===== src/rtl/chroma_key_pipe.sv =====
// chroma_key_pipe
// Two-stage valid/ready pipeline that merges a camera pixel stream with a
// background image, replacing video by image where the key channel dominates.
//
// Ports:
//   clk, reset                 clock, asynchronous active-high reset
//   in_valid/in_ready/in_sof   input handshake, in_sof marks first pixel of frame
//   video_r/g/b, img_r/g/b     camera and background pixel (DW bits each)
//   video_en, image_en         source enables, sampled with the pixel
//   th_key                     key threshold, latched on each accepted sof
//   out_valid/out_ready        output handshake
//   out_r/g/b, out_keyed       merged pixel and "replaced by image" flag
//   key_count                  keyed pixels counted in the last completed frame
//
// Optional build macro: SOFT_EDGE_EN -- pixels that fail the key only on the
// margin tests are output as the average of video and image.
module chroma_key_pipe #(
  parameter int DW           = 10,
  parameter int KEY_SEL      = 0,
  parameter int MARGIN_SHIFT = 2,
  parameter int FILL         = 2,
  parameter int CNT_W        = 20
) (
  input  logic             clk,
  input  logic             reset,
  input  logic             in_valid,
  output logic             in_ready,
  input  logic             in_sof,
  input  logic [DW-1:0]    video_r,
  input  logic [DW-1:0]    video_g,
  input  logic [DW-1:0]    video_b,
  input  logic [DW-1:0]    img_r,
  input  logic [DW-1:0]    img_g,
  input  logic [DW-1:0]    img_b,
  input  logic             video_en,
  input  logic             image_en,
  input  logic [DW-1:0]    th_key,
  output logic             out_valid,
  input  logic             out_ready,
  output logic [DW-1:0]    out_r,
  output logic [DW-1:0]    out_g,
  output logic [DW-1:0]    out_b,
  output logic             out_keyed,
  output logic [CNT_W-1:0] key_count
);

  localparam logic [DW-1:0] FILL_V = DW'(FILL);

  function automatic logic [CNT_W-1:0] sat_inc(input logic [CNT_W-1:0] v);
    return (&v) ? v : v + 1'b1;
  endfunction

`ifdef SOFT_EDGE_EN
  function automatic logic [DW-1:0] avg2(input logic [DW-1:0] x, input logic [DW-1:0] y);
    return DW'(({1'b0, x} + {1'b0, y}) >> 1);
  endfunction
`endif

  logic             vld_p1, vld_p2;
  logic             adv, xfer_in, sof_xfer, cnt_inc;
  logic [DW-1:0]    th_active, th_cur, margin;
  logic [DW-1:0]    key_c, a_c, b_c;
  logic signed [DW:0] d_a, d_b;
  logic             key_gt, diff_pos, margin_ok, keyed_c;
  logic [CNT_W-1:0] run_cnt, run_next;

  logic [DW-1:0]    vid_r_p1, vid_g_p1, vid_b_p1, img_r_p1, img_g_p1, img_b_p1;
  logic             keyed_p1, ven_p1, ien_p1;
  logic [DW-1:0]    sel_r, sel_g, sel_b;
  logic             sel_k;

  // A bubble in S1 still needs an advance to move out; no squeezing.
  assign adv       = out_ready || !vld_p2;
  assign in_ready  = adv;
  assign out_valid = vld_p2;
  assign xfer_in   = in_valid && adv;
  assign sof_xfer  = xfer_in && in_sof;

  // The sof pixel already uses the newly requested threshold.
  assign th_cur = sof_xfer ? th_key : th_active;
  assign margin = th_cur >> MARGIN_SHIFT;

  always_comb begin
    a_c = video_r;
    if (KEY_SEL == 1) begin
      key_c = video_b;
      b_c   = video_g;
    end else begin
      key_c = video_g;
      b_c   = video_b;
    end
  end

  // Differences carry a sign bit so that A > K can never wrap into a key.
  assign d_a       = $signed({1'b0, key_c}) - $signed({1'b0, a_c});
  assign d_b       = $signed({1'b0, key_c}) - $signed({1'b0, b_c});
  assign key_gt    = key_c > th_cur;
  assign diff_pos  = !d_a[DW] && !d_b[DW];
  assign margin_ok = (d_a[DW-1:0] > margin) && (d_b[DW-1:0] > margin);
  assign keyed_c   = key_gt && diff_pos && margin_ok;

`ifdef SOFT_EDGE_EN
  logic edge_c, edge_p1;
  assign edge_c = key_gt && diff_pos && !margin_ok;
`endif

  // ---- S1: register pixel, key decision and enables ----
  always_ff @(posedge clk) begin
    if (xfer_in) begin
      vid_r_p1 <= video_r;
      vid_g_p1 <= video_g;
      vid_b_p1 <= video_b;
      img_r_p1 <= img_r;
      img_g_p1 <= img_g;
      img_b_p1 <= img_b;
      keyed_p1 <= keyed_c;
      ven_p1   <= video_en;
      ien_p1   <= image_en;
`ifdef SOFT_EDGE_EN
      edge_p1  <= edge_c;
`endif
    end
  end

  always_comb begin
    sel_r = vid_r_p1;
    sel_g = vid_g_p1;
    sel_b = vid_b_p1;
    sel_k = 1'b0;
    case ({ven_p1, ien_p1})
      2'b11: begin
        if (keyed_p1) begin
          sel_r = img_r_p1;
          sel_g = img_g_p1;
          sel_b = img_b_p1;
          sel_k = 1'b1;
        end
`ifdef SOFT_EDGE_EN
        else if (edge_p1) begin
          sel_r = avg2(vid_r_p1, img_r_p1);
          sel_g = avg2(vid_g_p1, img_g_p1);
          sel_b = avg2(vid_b_p1, img_b_p1);
        end
`endif
      end
      2'b10: ;
      2'b01: begin
        sel_r = img_r_p1;
        sel_g = img_g_p1;
        sel_b = img_b_p1;
      end
      default: begin
        sel_r = FILL_V;
        sel_g = FILL_V;
        sel_b = FILL_V;
      end
    endcase
  end

  // Increment lands in the same cycle as a sof so it is not lost.
  assign cnt_inc  = vld_p2 && out_ready && out_keyed;
  assign run_next = cnt_inc ? sat_inc(run_cnt) : run_cnt;

  // ---- S2: output registers, control and frame counter ----
  always_ff @(posedge clk or posedge reset) begin
    if (reset) begin
      vld_p1    <= 1'b0;
      vld_p2    <= 1'b0;
      th_active <= '0;
      run_cnt   <= '0;
      key_count <= '0;
      out_r     <= '0;
      out_g     <= '0;
      out_b     <= '0;
      out_keyed <= 1'b0;
    end else begin
      if (adv) begin
        vld_p1 <= in_valid;
        vld_p2 <= vld_p1;
        if (vld_p1) begin
          out_r     <= sel_r;
          out_g     <= sel_g;
          out_b     <= sel_b;
          out_keyed <= sel_k;
        end
      end
      if (sof_xfer) begin
        th_active <= th_key;
        key_count <= run_next;
        run_cnt   <= '0;
      end else begin
        run_cnt <= run_next;
      end
    end
  end

endmodule


===== config.mk =====
export PLATFORM = sky130hd
export DESIGN_NAME = chroma_key_pipe
export DESIGN_NICKNAME = d
export VERILOG_FILES = /design/src/rtl/chroma_key_pipe.sv
export SDC_FILE = /design/constraint.sdc
export NUM_CORES = 1
export LEC_CHECK = 0
export CORE_ASPECT_RATIO = 2
export CORE_MARGIN = 10
export CORE_UTILIZATION = 53
export CTS_CLUSTER_DIAMETER = 40
export CTS_CLUSTER_SIZE = 16
export DETAILED_ROUTE_END_ITERATION = 7
export PLACE_DENSITY = 0.91
export SYNTH_ARGS = -nofsm -noshare
export SYNTH_HDL_FRONTEND = slang
export SYNTH_SLANG_ARGS = --single-unit

===== constraint.sdc =====
create_clock -name clk -period 5.3 [get_ports clk]
set_clock_uncertainty 0.05 [all_clocks]
set_input_delay 0.795 -clock clk [delete_from_list [all_inputs] [get_ports clk]]
set_output_delay 0.795 -clock clk [all_outputs]
set_load 0.1 [all_outputs]

==> results of run 1 <==
power groups by stage:
stage / sequential (mW) / clock [mW] / combinational [mW]
final: 1.36 / 1.28 / 1.05
after global routing: 1.36 / 1.33 / 1.11
after CTS: 1.35 / 1.28 / 1.05
after detailed placement: 1.37 / 0 / 1.04
after global placement: 1.37 / 0 / 1.03
after floorplan: 1.74 / 0 / 0.335
per-stage QoR:
step | power [mW] | hold slack (ps) | std cells | util [%]
after floorplan | 2.08 | 394 | 607 | -
after global placement | 2.40 | 410 | 874 | 65.0
after detailed placement | 2.42 | 420 | 874 | 65.0
after CTS | 3.69 | 434 | 906 | 70.0
after global routing | 3.81 | 469 | 906 | 70.0
final | 3.68 | 432 | 906 | 70.0
cells in the final DEF, fill, tap and decap left out, types with 19 or more instances in the layout:
master	netlist	final
inv_1	34	33
edfxtp_1	63	63
nor2_1	37	37
clkbuf_16	0	19
dfrtp_1	83	83
nand2_1	69	69
a22oi_1	27	27
o21ai_0	45	44
clkdlybuf4s50_1	0	129
ha_1	49	49
area by class of cell:
class / instances / area (µm²)
Clock inverter: 11 / 135
Inverter: 34 / 129
Tap cell: 152 / 190
Sequential cell: 146 / 3970
Multi-Input combinational cell: 407 / 2830
Fill cell: 902 / 3900
Clock buffer: 21 / 503
Timing Repair Buffer: 135 / 1340
layer usage:
layer / part of all wire [%] / global-route usage, % / wire length (µm) / vias up
met5: 0 / 0 / 0 / -
met4: 5.1 / 12.3 / 1070 / 0
met3: 5.8 / 5.86 / 1210 / 68
met2: 58 / 43.6 / 12100 / 240
met1: 31 / 20.9 / 6490 / 2642
li1: - / - / - / 2458
cell families (layout without fill, tap and decap cells):
group	count (synthesis)	count (layout)	synth area share (%)
compound gates	147	147	13.4
xor+xnor	26	26	3.79
fa+ha+maj	51	51	9.33
buf+inv	54	201	3.00
flops	146	146	56.7
mux	17	17	2.47
simple gates	166	166	11.3
final timing paths:
check	from	end	slack (ps)	cells past startpoint
worst max register to register	out_valid	keyed_p1	1470	10
worst max-delay path	out_ready	keyed_p1	960	11
min in group asynchronous	reset	out_r[5]	830	2
worst min register to register	key_count[16]	key_count[16]	430	2
max in group asynchronous	reset	run_cnt[0]	3440	3
worst min-delay path	key_count[16]	key_count[16]	430	2
worst register-to-register path: stages, from the launching register on:
cell,delay (ps)
dfrtp_1,400
nand2b_1,230
and3_1,520
mux2i_1,620
ha_1,370
a211o_1,270
a21oi_1,130
a31oi_1,110
a2111oi_0,470
o21ai_0,240
o211a_1,180
==> flow_summary.yaml, run 1 <==
global_routing:
  grt_pass1_vias: 5948
  grt_pass1_wl_um: 32300
  grt_usage_pct: 23.0
  grt_max_degree: 64
  antenna_found_initial: 0
  gr-total-overflow: 0
clock_network:
  clock_path_buffers: 2
  ctsResizeCount: 0
  insertion_delay_ps: 420
  cts_tree: "built"
  post-cts-setup-buffer-count: 0
  clk_pin_slew_ps: 60
  numClockSinks: 146
  cts_buffers: 17
  cts_max_level: 4
  ctsRootBufferMaster: "clkbuf_16"
  hold_buffers: 0
placed_design:
  placed_area_um2: 8450
  dp_hpwl_um: 16000
  io_buffers: 129
  gp_congestion: 0.957
  place_ws_ps: 780
floorplan:
  die_w_um: 101
  io_pins: 130
  fp.dieH_um: 183
  initial_utilization_pct: 53.9
  placementRows: 59
  die_area_um2: 18500
  core_um2: 13000
synth:
  synthFlopType: "dfrtp_1"
  syn_inst: 607
  synth_area_leaders: "dfrtp_1, edfxtp_1, ha_1"
  ys_ff_latch: 146
  synth_top_area_share_pct: 29.7
  synth_warnings: 0
  syn_nets: 735
  syn_area_um2: 7000
  synth_seq_area_share_pct: 56.7
  synth_edf_count: 63
  synth-async-reset-ratio_pct: 56.8
  synth_largest_area_cell: "dfrtp_1"
  ys_top_cells_by_count: "dfrtp_1, nand2_1, edfxtp_1"
  synth_cell_types: 52
  syn_area_per_cell_um2: 11.5
  yosysMostFrequentCell: "dfrtp_1"
power:
  clockPowerShare_pct: 34.6
  power.density_nw_per_um2: 405
  switching_share_pct: 35.2
  vdd_drop_max_uv: 351
  p_leak_nw: 3.87
  p_switching_mw: 1.30
  p_seq_share_pct: 36.8
  pwr-share-comb_pct: 28.6
  power.internal_mw: 2.39
sta:
  rsz0062_at_grt: "false"
  postLayoutSetupSlackWorst_ps: 961
  fin_crit_sh_pct: 81.9
  finalSetupViolations: 0
  slew_violations: 0
  setup_tns_ps: 0
  max_freq_mhz: 230
  hold_viol_final: 0
  min_period_ps: 4340
  relSlewSlack_pct: 19.7
  tightest_slew_ps: 1200
setup_path:
  slowest_delay_ps: 620
  critPathKind: "input pin to flop"
  cp-start-kind: "input pin"
  critPathTopFamily: "compound AO/OA/AOI/OAI gates"
  worst_path_max_delay_cell: "mux2i_1"
  path_max_fanout: 8
  path_buf_inv: 1
  cp-end-kind: "flop"
  cp.required_ps: 5430
  crit_arrival_ps: 4470
  path_cells: "clkdlybuf4s50_1 -> nand2b_1 -> and3_1 -> mux2i_1 -> ha_1 -> a211o_1 -> a21oi_1 -> a31oi_1 -> a2111oi_0 -> o21ai_0 -> o211a_1"
min_path:
  hold_path.class: "flop to flop"
drt:
  vias: 5408
  vias_per_cell: 5.97
  drtIter0Drc: 296
  wire_per_inst_um: 23.0
  postRouteAntennaNets: 0
  post-route-drc-count: 0
  wirelength_um: 20900
  firstDrtPassIters: 5
finish:
  syn2layout_area_growth_pct: 29.8
  final_nets: 869
  final_layout_size_suffix_gt1_share_pct: 7.43
  biggestRegsByFlops: "key_count (20), run_cnt (20)"
  n_antenna_cell: 0
  final_area_um2: 9090
outcome:
  run_status: "completed"
job:
  maxCapViolCount: 0
Note: power is estimated with default switching activity, not from simulation.
==> inputs of run 2 (changes only) <==
==> constraint.sdc (replaced) <==
create_clock -name clk -period 4.2 [get_ports clk]
set_clock_uncertainty 0.05 [all_clocks]
set_input_delay 0.63 -clock clk [delete_from_list [all_inputs] [get_ports clk]]
set_output_delay 0.63 -clock clk [all_outputs]
set_load 0.1 [all_outputs]
==> run 2 against run 1 <==
Effect of this change:
- hold slack better by 4.4 ps
- total power increased by 21%
- register-to-register slack worse by 450 ps
- cell count rose by 1.8%
- critical path depth increased by 2
- flip-flop and latch count unchanged
- utilization rose by 0.38 points
- sequential power rose by 25%
- via count about the same
- die area did not move
- critical endpoint unchanged
==> flow_summary.yaml, run 2 (synthesis gave the netlist of run 1 again) <==
clock_network:
  insertion_delay_ps: 420
  cts_max_level: 4
  post-cts-setup-buffer-count: 0
  clk_pin_slew_ps: 60
  hold_buffers: 0
  cts_tree: "built"
  ctsRootBufferMaster: "clkbuf_16"
  cts_buffers: 17
  clock_path_buffers: 2
  numClockSinks: 146
  ctsResizeCount: 0
sta:
  fin_crit_sh_pct: 90.4
  max_freq_mhz: 263
  finalSetupViolations: 0
  hold_viol_final: 0
  setup_tns_ps: 0
  min_period_ps: 3800
  rsz0062_at_grt: "false"
  relSlewSlack_pct: 18.5
  slew_violations: 0
  tightest_slew_ps: 1220
floorplan:
  die_w_um: 101
  placementRows: 59
  io_pins: 130
  initial_utilization_pct: 53.9
  core_um2: 13000
  fp.dieH_um: 183
  die_area_um2: 18500
drt:
  postRouteAntennaNets: 0
  drtIter0Drc: 268
  wire_per_inst_um: 21.1
  firstDrtPassIters: 5
  post-route-drc-count: 0
  vias_per_cell: 5.86
  wirelength_um: 19400
  vias: 5403
finish:
  syn2layout_area_growth_pct: 30.5
  utilization_pct: 70.3
  final_layout_size_suffix_gt1_share_pct: 9.10
  final_nets: 884
  final_cell_mix: "clkdlybuf4s50_1, dfrtp_1, nand2_1"
  fillers: 900
  final_common_cell: "clkdlybuf4s50_1"
  biggestRegsByFlops: "key_count (20), run_cnt (20)"
power:
  pwr-share-comb_pct: 29.8
  p_switching_mw: 1.55
  p_seq_share_pct: 38.1
  vdd_drop_max_uv: 542
  power.internal_mw: 2.91
  p_leak_nw: 3.91
  power.density_nw_per_um2: 489
  clockPowerShare_pct: 32.1
  switching_share_pct: 34.8
setup_path:
  reg2reg_from: "out_valid"
  timing.rr.end: "keyed_p1"
  cp.required_ps: 4320
  crit_path_frequent_cell: "ha_1"
  cp-start-kind: "input pin"
  cp-end-kind: "flop"
  slowest_delay_ps: 500
  critPathKind: "input pin to flop"
  path_cells: "clkdlybuf4s50_1 -> inv_1 -> ha_1 -> or4_1 -> o22ai_1 -> xnor2_1 -> ha_1 -> a211o_1 -> a21oi_1 -> a31oi_1 -> a2111oi_0 -> o21ai_0 -> o211a_1"
  worst_path_max_delay_cell: "or4_1"
  critPathCapture: "keyed_p1"
  path_max_fanout: 5
  crit_arrival_ps: 3910
  reg2regPathDepth: 11
  rrSetupSlack_ps: 1020
  worstSetupStartpoint: "video_b[3]"
global_routing:
  grt-busiest-layer: "met2"
  met3_usage_pct: 5.18
  use_met1_pct: 19.9
  grt_max_degree: 64
  antenna_found_initial: 1
  grt_pass1_wl_um: 30300
  gr-total-overflow: 0
  grt_pass1_vias: 5724
  grt_usage_pct: 21.5
  use_met2_pct: 40.3
placed_design:
  dp_hpwl_um: 15000
  gp_congestion: 0.931
  io_buffers: 129
min_path:
  hold_path.class: "flop to flop"
job:
  maxCapViolCount: 0
outcome:
  run_status: "completed"
## run 2: layout make-up
class	instances	area, µm²	share of cell area, %
clock inverters	7	43.8	0.479
multi-input cells	407	2830	31.0
flip-flops and latches	146	3970	43.4
repair buffers	150	1450	15.8
inverters	34	129	1.41
well taps	152	190	2.08
diodes	1	2.50	0.0274
clock buffers	25	528	5.78
## run 2: metal layers
layer | routed length [µm] | up-vias
met5 | 0 | -
met4 | 1030 | 0
met3 | 1220 | 69
met2 | 11000 | 263
met1 | 6160 | 2579
li1 | - | 2492
## run 2: worst max-delay path, delay by kind of cell
kind | cells | cell delay [ps]
fa+ha+maj | 2 | 510
buf+inv | 2 | 540
xor+xnor | 1 | 180
simple gates | 1 | 500
compound gates | 7 | 1540
## run 2: through the flow
| stage | total power [mW] | area [µm²] | worst slack, ps | cells | hold WS, ps |
|---|---|---|---|---|---|
| finish | 4.47 | 9140 | 403 | 922 | 436 |
| global placement | 3.01 | 8560 | 130 | 889 | 411 |
| CTS | 4.48 | 9140 | 457 | 921 | 439 |
| global route | 4.64 | 9140 | 194 | 922 | 464 |
| floorplan | 2.62 | 7000 | 13.9 | 607 | 394 |
| detailed placement | 3.05 | 8560 | 55.8 | 889 | 426 |
## run 2: power groups by stage
stage	clock (mW)	combinational (mW)	sequential, mW
3_3_place_gp	0	1.29	1.72
5_1_grt	1.51	1.42	1.72
2_1_floorplan	0	0.423	2.20
6_report	1.43	1.33	1.70
3_5_place_dp	0	1.32	1.73
4_1_cts	1.45	1.33	1.70
## run 2: worst min-delay path by stage
stage                   from            end  slack [ps]  cells past startpoint
2_1_floorplan   th_active[0]   th_active[0]         390                      2
3_3_place_gp   key_count[16]  key_count[16]         410                      2
3_5_place_dp   key_count[16]  key_count[16]         430                      2
4_1_cts        key_count[16]  key_count[16]         440                      2
5_1_grt         key_count[2]   key_count[2]         460                      2
6_report       key_count[16]  key_count[16]         440                      2
==> inputs of run 3 (changes only) <==
--- a/config.mk
+++ b/config.mk
@@ -7,11 +7,11 @@
 export LEC_CHECK = 0
 export CORE_ASPECT_RATIO = 2
 export CORE_MARGIN = 10
-export CORE_UTILIZATION = 53
+export CORE_UTILIZATION = 48
 export CTS_CLUSTER_DIAMETER = 40
-export CTS_CLUSTER_SIZE = 16
 export DETAILED_ROUTE_END_ITERATION = 7
-export PLACE_DENSITY = 0.91
+export PLACE_DENSITY = 0.87
+export SETUP_SLACK_MARGIN = 0.15
 export SYNTH_ARGS = -nofsm -noshare
 export SYNTH_HDL_FRONTEND = slang
 export SYNTH_SLANG_ARGS = --single-unit
==> constraint.sdc (replaced) <==
create_clock -name clk -period 3.3 [get_ports clk]
set_clock_uncertainty 0.05 [all_clocks]
set_input_delay 0.495 -clock clk [delete_from_list [all_inputs] [get_ports clk]]
set_output_delay 0.495 -clock clk [all_outputs]
set_load 0.1 [all_outputs]
==> run 3 against run 2 <==
Effect of this change:
- clock power is 29% higher
- utilization is 1.3 points lower
- critical path depth stayed put
==> flow_summary.yaml, run 3 (synthesis gave the netlist of run 1 again) <==
setup_path:
  path_max_fanout: 3
  critPathKind: "input pin to flop"
  cp-start-kind: "input pin"
  cp.required_ps: 3420
  cp-end-kind: "flop"
  worst_path_max_delay_cell: "or4_4"
  crit_arrival_ps: 3270
  path_cells: "dlygate4sd2_1 -> inv_1 -> ha_2 -> or4_4 -> o22ai_4 -> xnor2_1 -> ha_1 -> a211o_1 -> a21oi_2 -> a31oi_4 -> a2111oi_4 -> o21ai_1 -> o211a_1"
  slowest_delay_ps: 430
floorplan:
  initial_utilization_pct: 48.8
  placementRows: 62
  fp.dieH_um: 191
  io_pins: 130
  die_w_um: 105
  die_area_um2: 20100
  core_um2: 14400
min_path:
  hold_path.class: "input pin to flop"
sta:
  finalSetupViolations: 0
  relSlewSlack_pct: 34.5
  rsz0062_at_grt: "false"
  hold_viol_final: 0
  max_freq_mhz: 318
  tightest_slew_ps: 979
  min_period_ps: 3150
  setup_tns_ps: 0
  fin_crit_sh_pct: 95.4
  slew_violations: 0
  holdWs_ps: 224
global_routing:
  grt_pass1_wl_um: 32400
  grt-busiest-layer: "met2"
  use_met2_pct: 39.2
  met3_usage_pct: 4.74
  grt_pass1_vias: 6022
  use_met1_pct: 19.9
  grt_max_degree: 64
  gr-total-overflow: 0
  antenna_found_initial: 1
  grt_usage_pct: 20.8
placed_design:
  dp_hpwl_um: 16000
  gp_congestion: 0.987
  io_buffers: 129
  dp.cells: 976
  placed_area_um2: 9000
drt:
  postRouteAntennaNets: 0
  firstDrtPassIters: 4
  drtIter0Drc: 269
  wirelength_um: 20900
  wire_per_inst_um: 20.6
  post-route-drc-count: 0
  vias_per_cell: 5.59
  vias: 5678
clock_network:
  clock_path_buffers: 2
  cts_max_level: 4
  cts_buffers: 17
  insertion_delay_ps: 430
  clk_pin_slew_ps: 60
  cts_tree: "built"
  ctsRootBufferMaster: "clkbuf_16"
  numClockSinks: 146
power:
  vdd_drop_max_uv: 368
  report.power.total_mw: 5.98
  p_leak_nw: 4.35
  power.density_nw_per_um2: 603
finish:
  final_cell_mix: "buf_4, dfrtp_1, clkdlybuf4s50_1"
  post_layout_nonfiller_instances: 1016
  final_layout_size_suffix_gt1_share_pct: 27.6
  final_common_cell: "buf_4"
  regArea_um2: 3970
  final_area_um2: 9910
  final_nets: 938
  biggestRegsByFlops: "key_count (20), run_cnt (20)"
  multiInputGateArea_um2: 3230
  fillers: 997
  syn2layout_area_growth_pct: 41.5
outcome:
  run_status: "completed"
job:
  maxCapViolCount: 0
==> run 3: changes by cell type in the layout (fill, tap and decap cells not counted), sizes merged <==
cell / delta
buf: +91
clkdlybuf4s50: -53
dlymetal6s2s: +6
inv: +5
dlygate4sd2: +3
clkinv: +2
==> run 3: path summary, 6_finish.rpt <==
| path | from | to | slack, ps | cells past startpoint |
|---|---|---|---|---|
| worst min register to register | key_count[8] | key_count[8] | 440 | 2 |
| min in group asynchronous | reset | key_count[14] | 430 | 2 |
| max in group asynchronous | reset | out_b[0] | 2080 | 3 |
| worst min-delay path | video_b[5] | vid_b_p1[5] | 220 | 1 |
| worst max-delay path | video_b[3] | keyed_p1 | 150 | 13 |
| worst max register to register | out_valid | keyed_p1 | 350 | 11 |
==> run 3: cell type report <==
type | instances | area share [%]
well taps | 192 | 2.42
repair buffers | 204 | 17.8
flip-flops and latches | 146 | 40.1
clock buffers | 18 | 4.55
multi-input cells | 407 | 32.6
inverters | 34 | 1.30
clock inverters | 14 | 1.21
diodes | 1 | 0.0253
==> run 3: repair_timing <==
item                       4_1_cts  5_1_grt
setup buffers                    2        5
hold buffers                     0        0
gates resized for setup         34       59
pin swaps                       12       25
setup endpoints to repair        1        1
==> run 3: per-stage QoR <==
stage               utilization, %  worst slack, ps
finish                        69.0              153
global route                  69.0             75.5
CTS                           67.4              159
detailed placement            62.7             -615
global placement              62.7             -491
floorplan                        -             88.7
==> run 3: routing by layer <==
metal  part of all wire (%)  vias to the layer above
met2                     56                      229
met5                      0                        -
met1                     33                     2757
met3                    4.8                       84
met4                    6.1                        0
li1                       -                     2608
==> run 3: worst max-delay path: cells and delay by family <==
kind,cells,cell delay [ps]
AOI/OAI and AO/OA,7,1400
buffers and inverters,2,320
adders and majority gates,2,460
xor gates and xnor gates,1,160
and+or+nand+nor,1,430
==> run 3: power breakdown <==
part           switching [mW]  leakage, nW  internal, mW
registers              0.0941         1.69          2.08
logic                    1.29         2.37         0.668
clock network           0.819        0.281          1.03
